File: config.mk
export PLATFORM = sky130hd
export DESIGN_NAME = bcd_to_binary
export DESIGN_NICKNAME = d
export VERILOG_FILES = /design/src/rtl/stopwatch_pkg.sv /design/src/rtl/bcd_digit_valid.sv /design/src/rtl/bcd_to_binary.sv
export SDC_FILE = /design/constraint.sdc
export NUM_CORES = 1
export LEC_CHECK = 0
export ABC_AREA = 1
export CELL_PAD_IN_SITES_DETAIL_PLACEMENT = 1
export CELL_PAD_IN_SITES_GLOBAL_PLACEMENT = 1
export CORE_MARGIN = 2
export CORE_UTILIZATION = 30
export CTS_BUF_LIST = sky130_fd_sc_hd__clkbuf_16
export DETAILED_ROUTE_END_ITERATION = 6
export PLACE_DENSITY = 0.76
export SYNTH_ARGS = -nofsm -noshare
export SYNTH_HDL_FRONTEND = slang
export SYNTH_SLANG_ARGS = --single-unit
File: constraint.sdc
create_clock -name clk -period 1.9 [get_ports clk]
set_input_delay 0.19 -clock clk [delete_from_list [all_inputs] [get_ports clk]]
set_output_delay 0.19 -clock clk [all_outputs]
set_load 0.05 [all_outputs]
File: src/rtl/stopwatch_pkg.sv
// stopwatch_pkg: shared FSM encoding and BCD digit constants
package stopwatch_pkg;
  localparam int DIGIT_W = 4;
  localparam logic [DIGIT_W-1:0] DIGIT_MAX = 4'd9;
  typedef enum logic [1:0] {ST_IDLE, ST_LOAD, ST_CONV, ST_DONE} state_t;
endpackage

File: src/rtl/bcd_digit_valid.sv
// bcd_digit_valid: flags a 4-bit digit as a legal decimal digit (0..9)
module bcd_digit_valid
  import stopwatch_pkg::*;
(
  input  logic [DIGIT_W-1:0] digit,
  output logic               valid
);
  assign valid = digit <= DIGIT_MAX;
endmodule

File: src/rtl/bcd_to_binary.sv
// bcd_to_binary: multi-cycle BCD to binary converter, one digit per cycle MSD first
module bcd_to_binary
  import stopwatch_pkg::*;
#(
  parameter int N_DIGITS = 4,
  parameter int BIN_W    = 14
) (
  input  logic             clk,
  input  logic             rst,
  input  logic             start,
  input  logic [3:0]       thousands_in,
  input  logic [3:0]       hundreds_in,
  input  logic [3:0]       tens_in,
  input  logic [3:0]       ones_in,
  output logic [BIN_W-1:0] bin_out,
  output logic             busy,
  output logic             done,
  output logic             err
);
  localparam int SR_W  = N_DIGITS * DIGIT_W;
  localparam int ACC_W = BIN_W + 3;
  localparam int CNT_W = $clog2(N_DIGITS + 1);

  state_t              state, next_state;
  logic [SR_W-1:0]     dig_sr;
  logic [ACC_W-1:0]    acc, acc_next;
  logic [CNT_W-1:0]    cnt;
  logic [N_DIGITS-1:0] digit_ok;
  logic [DIGIT_W-1:0]  cur_digit;
  logic [4*DIGIT_W-1:0] digits_in;
  logic                all_valid, last;

  assign digits_in = {thousands_in, hundreds_in, tens_in, ones_in};
  assign cur_digit = dig_sr[SR_W-1 -: DIGIT_W];
  assign acc_next  = (acc << 3) + (acc << 1) + ACC_W'(cur_digit);
  assign all_valid = &digit_ok;
  assign last      = cnt == CNT_W'(N_DIGITS - 1);

  for (genvar g = 0; g < N_DIGITS; g++) begin : g_valid
    bcd_digit_valid u_valid (
      .digit(dig_sr[g*DIGIT_W +: DIGIT_W]),
      .valid(digit_ok[g])
    );
  end

  // state register
  always_ff @(posedge clk) begin
    state <= rst ? ST_IDLE : next_state;
  end

  // next-state and busy decode; start only matters in IDLE
  always_comb begin
    next_state = state;
    busy       = 1'b0;
    next_state = (state == ST_IDLE) ? (start ? ST_LOAD : ST_IDLE) :
                 (state == ST_LOAD) ? (all_valid ? ST_CONV : ST_DONE) :
                 (state == ST_CONV) ? (last ? ST_DONE : ST_CONV) : ST_IDLE;
    busy       = state == ST_LOAD || state == ST_CONV;
  end

  // datapath: capture, validate, shift-and-add accumulate; results change only entering DONE
  always_ff @(posedge clk) begin
    if (rst) begin
      dig_sr  <= '0;
      acc     <= '0;
      cnt     <= '0;
      bin_out <= '0;
      err     <= 1'b0;
      done    <= 1'b0;
    end else begin
      done <= state == ST_DONE;
      if (state == ST_IDLE && start) dig_sr <= SR_W'(digits_in);
      if (state == ST_LOAD && all_valid) begin
        acc <= '0;
        cnt <= '0;
      end
      if (state == ST_LOAD && !all_valid) begin
        err     <= 1'b1;
        bin_out <= '0;
      end
      if (state == ST_CONV) begin
        acc    <= acc_next;
        dig_sr <= dig_sr << DIGIT_W;
        cnt    <= cnt + CNT_W'(1);
      end
      if (state == ST_CONV && last) begin
        bin_out <= acc_next[BIN_W-1:0];
        err     <= 1'b0;
      end
    end
  end
endmodule

==> Yosys cells after proc, flatten, opt, wreduce, memory -nomap -nowiden <==
Index checks and enable logic that the tools add are counted.
W data, S select, Z words.
{ "classes": {"n_eq_ne": 4, "n_reduce_logical": 13, "addsub": 3, "n_lt_le_gt_ge": 4, "mux": 14} }
{ "op_table": {"columns": ["cell", "n"], "rows": [
  ["$mux W16", 2],
  ["$mux W14", 2],
  ["$mux W13", 2],
  ["$le A4 B4 Y1 const B", 4],
  ["$add A14 B14 Y14", 1],
  ["$add A14 B4 Y14", 1],
  ["$mux W2", 3],
  ["$mux W3", 2],
  ["$reduce_bool A2 Y1", 3],
  ["$eq A2 B2 Y1 const B", 2],
  ["$logic_and A1 B1 Y1", 4],
  ["$reduce_and A4 Y1", 1],
  ["$reduce_or A2 Y1", 2],
  ["$add A3 B1 Y3 const B", 1],
  ["$eq A3 B2 Y1 const B", 1],
  ["$mux W1", 3],
  ["$eq A2 B1 Y1 const B", 1],
  ["$logic_not A2 Y1", 1],
  ["$logic_not A1 Y1", 1],
  ["$logic_or A1 B1 Y1", 1]
]} }
{ "word_totals": {"elab_cells": 46, "inputBits": 19, "ff_bits": 50, "out_inout_bits": 17} }

==> Depth between registers and ports, before layout <==
Gate-level depths: netlist of the first run.
{ "logic_depth": {"ltp_word": 6, "mapped_depth": 13, "depth_no_buf": 13} }

==> Modules after synthesis <==
Synthesis of the first run repeated with hierarchy kept, for this count alone.
{ "unflattened": {"hier_cells": 413, "hier_area_um2": 2891.5} }
{ "modules_own_cells": {"columns": ["mod", "area_per_inst_um2", "cells_each", "n_inst"], "rows": [
  ["bcd_to_binary", 2871.5, 409, 1],
  ["bcd_digit_valid", 5.0, 1, 4]
]} }

==> Worst setup path before layout of the first run <==
No wires, ideal clock.
{ "synth_path": {"kind": "register to register", "start": "register dig_sr[15]", "end": "register acc[7]", "arrival_time_ns": 1.953, "slack_ns": -0.187, "path_stages_with_launch": 12, "path_buffers": 0, "path_cell_list": "dfxtp_1 inv_1 fa_1 inv_1 ha_1 nand3_1 nand3_2 nand2_1 nand2_1 or2_2 nand3_1 a21oi_1"} }
{ "synth_via": {"elab_chain_cells": 4} }
{ "synth_lines": {"columns": ["element", "line_no", "rtl"], "rows": [
  ["start: declaration", "bcd_to_binary.sv:25", "logic [SR_W-1:0] dig_sr;"],
  ["start signal: assignment", "bcd_to_binary.sv:72", "if (state == ST_IDLE && start) dig_sr <= SR_W'(digits_in);"],
  ["start signal: assignment", "bcd_to_binary.sv:83", "dig_sr <= dig_sr << DIGIT_W;"],
  ["parallel branches: the longest is 4 deep, another holds $add A14 B4 Y14", null, null],
  ["end signal: assignment", "bcd_to_binary.sv:82", "acc <= acc_next;"],
  ["end: declaration", "bcd_to_binary.sv:26", "logic [ACC_W-1:0] acc, acc_next;"]
]} }
Several ways; the timed one is not identified.
A chain may end at the register's enable or synchronous reset.

==> Worst setup path after layout of the first run <==
{ "layout_path": {"start": "register acc[0]", "end": "register acc[9]"} }
{ "layout_via": {"elab_chain_cells": 3} }
{ "layout_lines": {"columns": ["element", "line_no", "rtl"], "rows": [
  ["$add A14 B14 Y14", "bcd_to_binary.sv:35", "assign acc_next = (acc << 3) + (acc << 1) + ACC_W'(cur_digit);"],
  ["$add A14 B4 Y14", "bcd_to_binary.sv:35", null],
  ["$mux W13", "bcd_to_binary.sv:81", "if (state == ST_CONV) begin"]
]} }
No other way between the ends.

==> results of run 1 <==
==> Yosys cell counts (all sizes together) <==
cell type   n  area [um^2]
nand4       3         18.8
o22ai       4         25.0
nand3      60          315
buf         8         55.1
a31o        1         8.76
nor2       23         91.3
o211ai      2         15.0
dfxtp      50         1000
clkbuf      7         26.3
clkinv      1         3.75
o21a        1         7.51
a31oi       1         6.26
ha         28          350
o21ai      12         63.8
o221ai      2         17.5
fa          2         40.0
nor3        1         5.00
a21oi      39          203
xnor2       1         8.76
or2         1         6.26
nand3b      3         22.5
xor2        3         26.3
nand2      99          387
inv        59          221
==> state kept, by name, indices dropped and copies added, names as in the netlist <==
register / cells
dig_sr: 16
err: 1
done: 1
state: 2
acc: 13
cnt: 3
bin_out: 14
==> layout by cell type, fill, tap and decap left out, drive strengths merged, types with 4 or more instances in the layout <==
| master | Yosys | routed |
|---|---|---|
| a21oi | 39 | 39 |
| nor2 | 23 | 23 |
| inv | 59 | 59 |
| o21ai | 12 | 12 |
| nand3 | 60 | 60 |
| ha | 28 | 28 |
| clkbuf | 7 | 5 |
| o22ai | 4 | 4 |
| nand2 | 99 | 99 |
| dfxtp | 50 | 50 |
| buf | 8 | 31 |
| clkdlybuf4s50 | 0 | 34 |
==> cell type report <==
type	count	area share, %
multi-input cells	286	47.1
clock buffers	5	3.11
clock inverters	3	0.404
flip-flops and latches	50	25.1
well taps	133	4.13
inverters	60	5.69
repair buffers	65	14.5
==> repair_timing <==
action / CTS / global route
gates resized for setup: 31 / 35
pin swaps: 21 / 14
hold buffers: 0 / 0
endpoints found under the setup margin: 19 / 21
setup buffers: 0 / 2
==> power groups by stage <==
| stage | logic, mW | clock network (mW) | registers (mW) |
|---|---|---|---|
| 2_1_floorplan | 0.143 | 0 | 1.12 |
| 3_3_place_gp | 0.237 | 0 | 1.12 |
| 3_5_place_dp | 0.245 | 0 | 1.12 |
| 4_1_cts | 0.252 | 0.898 | 1.10 |
| 5_1_grt | 0.284 | 0.947 | 1.10 |
| 6_report | 0.254 | 0.883 | 1.10 |
==> per-stage QoR <==
step	hold slack (ns)	TNS, ns	total power [mW]	instance area (um^2)	utilization, %
floorplan	0.357	-0.273	1.26	2950	-
CTS	0.478	-2.38	2.25	3860	40.1
detailed placement	0.458	-3.11	1.37	3590	37.2
global placement	0.454	-1.72	1.35	3590	37.2
global route	0.498	-4.06	2.33	4030	41.8
finish	0.476	-2.31	2.23	4030	41.8
==> worst max-delay path by stage <==
stage | endpoint | cells past startpoint | slack (ns) | startpoint
finish | acc[9] | 11 | -0.19 | acc[0]
global route | bin_out[9] | 11 | -0.28 | acc[0]
CTS | acc[9] | 11 | -0.19 | acc[0]
detailed placement | acc[7] | 11 | -0.23 | acc[2]
global placement | acc[7] | 11 | -0.14 | acc[2]
floorplan | acc[7] | 11 | -0.11 | acc[2]
==> logic make-up (layout without fill, tap and decap cells) <==
group	count (synthesis)	in the layout	share of synthesized area, %
XOR/XNOR	4	4	1.20
buffers and inverters	75	133	10.5
AO/OA/AOI/OAI	62	62	11.8
adder cells (fa/ha/maj)	30	30	13.3
flip-flops	50	50	34.2
AND/OR/NAND/NOR	190	190	28.9
==> layer usage <==
| layer | GRT usage, % | routed length [um] |
|---|---|---|
| met5 | 0 | 0 |
| met2 | 33.0 | 4920 |
| met1 | 18.4 | 3500 |
| met3 | 2.78 | 227 |
| met4 | 6.17 | 193 |
==> worst min-delay path, stage by stage (launching register included) <==
cell and delay (ns):
dfxtp_1 0.30, inv_1 0.07, a21oi_1 0.06
==> metrics.txt, run 1 <==
CP max stage cell fa_2; Starting Density 30.3%; grt total ovfl 0; num rows 36; synth unique cells 35; Via density 4.80; slowest stage delay, CP 0.60 ns; outcome finished, violations left; clk slew on worst S/H paths 0.07 ns; failing checks setup timing; Syn Area/Cell 7.12 um^2; Top Ports 36; Port-buffer cells 35; Worst Tran Pin Value 0.518 ns; Via Count 2,892; GPL Wtd Cong 0.803; r2r setup slk -0.19 ns; final worst slack -0.188 ns; remaining antenna violation count 0; Reg area 1010 um^2; Max Fclk 0.479 GHz; chip width 103 um; Num CTS Buffers 5; fraction of layout instances using a drive strength above 1 24.5%; Lkg Pwr 1.80 nW; mapped cell area 2930 um^2; DIE AREA 10,600 um^2; Die H 103 um; DRC Markers 0; #FFs+latches synth 50; endpoints failing setup 19; CP Max Fanout 4; Data required, critical path 2.13 ns; Worst setup SP type flop; cells after synthesis 411; Clock Latency Late Sink 0.29 ns; PwrDens 555 nW/um^2; H-tree depth 2; Layout Cells excl Fill 602; DP Wirelength 6540 um; Crit path buffers/inverters 2; Combinational Power Share 11.4%; DR iter-0 viols 75; Clk pwr share 39.5%; Filler cells 1,233; pre-CTS setup slack -0.233 ns; crit-path cells inv_2, fa_2, inv_2, ha_4, nand3_4, nand3_4, nand2_1, nand2_2, xor2_2, nand2_1, a21oi_2; Pint 1.67 mW; Worst setup EP type flop; initial antenna violation count 0; largest net degree at the start of global routing 27; gr usage total 17.0%; clk buf depth 2; Arrival @ worst endpoint 2.31 ns; number of global-route vias before repair 2,999; Sequential Power Share 49.1%; Final nets 517; Clock Sinks 50; sequential area share after synthesis 34.2%; Hold Path Class reg -> reg; clk root buf clkbuf_16; Max Clock Skew 0.00647 ns; Slew Limit Fails 0; Multi-input gate area 1900 um^2; DR WL/cell 14.7 um; worst vdd ir 0.000295 V; R2R cell count 11; DP Cell Count 592; critical path class reg -> reg; reg-to-reg critical path endpoint acc[9]; Final min period 2.09 ns; drt first pass iters 4; Mapped Nets 460; crit-path leading delay family adder cells; P&R area growth vs syn 37.6%; total core area 9640 um^2; routed wire length 8840 um; Hold Path Sink dig_sr[0]; Final Hold Fails 0; Net Sw Power 0.568 mW; fin crit share 110%; max_cap viols 0; Worst slew margin 65.3%; Yosys warning total 0; Hold Path Origin dig_sr[0]; RSZ-0062 raised after global routing yes; WHS Path Cells 2; antenna fix cells 0; TritonCTS clock tree built; worst flop-to-flop path startpoint acc[0]; Switching Fraction 25.4%; first-pass GRT wire length 14,100 um
No activity file was read; power rests on OpenSTA's default activity.
==> run 2, diff against run 1 <==
SETUP_SLACK_MARGIN = 0.3   (was default)
==> run 2 against run 1 <==
Effect of this change:
- the run still ends with setup timing left
- combinational power hardly changed
- sequential share of layout area grew 0.49 points
- fmax down 0.56%
- clock power is 1% higher
- clock skew hardly changed
- sequential power hardly changed
- cell count increased by 0.17%
- critical path depth rose by 1
==> metrics.txt, run 2 (same netlist as run 1, synthesis figures left out) <==
Pint 1.67 mW (+0.23%); total core area 9640 um^2 (unchanged); biggest regs dig_sr: 16 flops, bin_out: 14 flops, acc: 13 flops; DP Wirelength 6520 um (-0.39%); DR WL/cell 14.1 um (-3.7%); Via Count 2,871 (-0.73%); DR iter-0 viols 47 (-37%); Worst slew margin 66.1% (+0.75 points); endpoints failing setup 19 (unchanged); Net Sw Power 0.575 mW (+1.2%); Via density 4.76 (-0.89%); chip width 103 um (unchanged); grt total ovfl 0 (unchanged); DRC Markers 0 (unchanged); initial antenna violation count 0 (unchanged); Hold Path Class reg -> reg; remaining antenna violation count 0 (unchanged); Worst setup EP type flop; Die H 103 um (unchanged); critical path class reg -> reg; Lkg Pwr 1.92 nW (+6.7%); GPL Wtd Cong 0.784 (-2.4%); crit-path leading delay family adder cells; Sequential Power Share 48.8% (-0.3 points); Arrival @ worst endpoint 2.28 ns (-0.03 ns); Starting Density 30.3% (unchanged); worst vdd ir 0.000363 V (+23%); number of global-route vias before repair 3,049 (+1.7%); fin crit share 111% (+0.62 points); Worst Tran Pin Value 0.508 ns (-0.0104 ns); clk root buf clkbuf_16; fraction of layout instances using a drive strength above 1 20.0% (-4.5 points); Num CTS Buffers 5 (unchanged); slowest stage delay, CP 0.50 ns (-0.10 ns); Biggest register dig_sr; RSZ-0062 raised after global routing yes; max_cap viols 0 (unchanged); CTS Hold Bufs 0 (unchanged); routed wire length 8520 um (-3.6%); largest net degree at the start of global routing 33 (+22%); drt first pass iters 4 (unchanged); first-pass GRT wire length 14,000 um (-0.98%); PwrDens 570 nW/um^2 (+2.7%); TritonCTS clock tree built; failing checks setup timing; Slew Limit Fails 0 (unchanged); Clock Sinks 50 (unchanged); outcome finished, violations left; Top Ports 36 (unchanged); WHS 0.470 ns (-0.00589 ns); Switching Fraction 25.6% (+0.17 points); Final Hold Fails 0 (unchanged); most frequent cells in the layout nand2_1 (90), inv_1 (52), nand3_1 (48), dfxtp_1 (45), a21oi_1 (34); Port-buffer cells 35 (unchanged); Max Clock Skew 0.00653 ns (+0.0000523 ns); CP Max Fanout 3 (-1); H-tree depth 2 (unchanged); antenna fix cells 0 (unchanged); Max Fclk 0.476 GHz (-0.56%); most common cell after layout, fill and taps aside nand2_1; Final nets 519 (+0.39%); Clk pwr share 39.8% (+0.3 points); Final min period 2.10 ns (+0.0117 ns); gr usage total 16.6% (-0.37 points); clk slew on worst S/H paths 0.07 ns (about the same); Overall Power 2.24 mW (+0.47%); P&R area growth vs syn 34.7%; DP Cell Count 594 (+0.34%); clk buf depth 2 (unchanged); crit-path cells inv_2, fa_1, buf_4, fa_2, inv_2, nand3_2, nand3_4, nand2_4, nand2_1, nand2_1, nand3_1, a21oi_1; Layout Cells excl Fill 603 (+0.17%); DIE AREA 10,600 um^2 (unchanged); CP max stage cell fa_1; num rows 36 (unchanged); Data required, critical path 2.08 ns (-0.05 ns); Combinational Power Share 11.4% (about the same); Worst setup SP type flop; Crit path buffers/inverters 3 (+1); Clock Latency Late Sink 0.29 ns (about the same); max reg flops 16 (unchanged); final worst slack -0.200 ns (-0.0117 ns)
[run 2: what timing repair did]
action / in CTS / in global routing
resized for setup: 30 / 25
buffers inserted: 1 / 1
endpoints found under the setup margin: 43 / 33
pin swaps: 9 / 9
[run 2: path summary, 6_finish.rpt]
kind	startpoint	cells after the start	to	slack, ns
worst min register to register	cnt[0]	1	cnt[0]	0.47
worst max register to register	acc[2]	12	bin_out[8]	-0.20
worst min-delay path	cnt[0]	1	cnt[0]	0.47
worst max-delay path	acc[2]	12	bin_out[8]	-0.20
[run 2: routing by layer]
layer	routed length (um)	GRT usage, %
met1	3610	18.5
met5	0	0
met3	217	2.51
met4	89	3.74
met2	4600	32.9
[run 2: area by class of cell]
cell class	count	area [um^2]
Sequential cell	50	1010
Tap cell	133	166
Fill cell	1219	5700
Clock inverter	2	13.8
Multi-Input combinational cell	286	1810
Timing Repair Buffer	67	592
Inverter	60	226
Clock buffer	5	125
[run 2: power groups by stage]
stage	clock network, mW	registers [mW]	logic (mW)
floorplan	0	1.12	0.144
global placement	0	1.12	0.243
detailed placement	0	1.12	0.251
CTS	0.911	1.10	0.254
global route	0.948	1.10	0.284
finish	0.894	1.10	0.255
[run 2: through the flow]
step	worst slack (ns)	util, %	TNS, ns	area, um^2
4_1_cts	-0.189	39.7	-2.31	3830
2_1_floorplan	-0.106	-	-0.273	2950
6_report	-0.200	40.9	-2.33	3940
3_5_place_dp	-0.200	37.6	-2.46	3620
5_1_grt	-0.322	40.9	-4.60	3940
3_3_place_gp	-0.160	37.6	-1.80	3620
[run 2: worst reg2reg max path, delay by kind of cell, from the launching register on]
kind                     cells  cell delay, ns
flip-flops                   1            0.34
AND/OR/NAND/NOR              6            0.46
buffers and inverters        3            0.27
adder cells (fa/ha/maj)      2            0.85
AO/OA/AOI/OAI                1            0.07
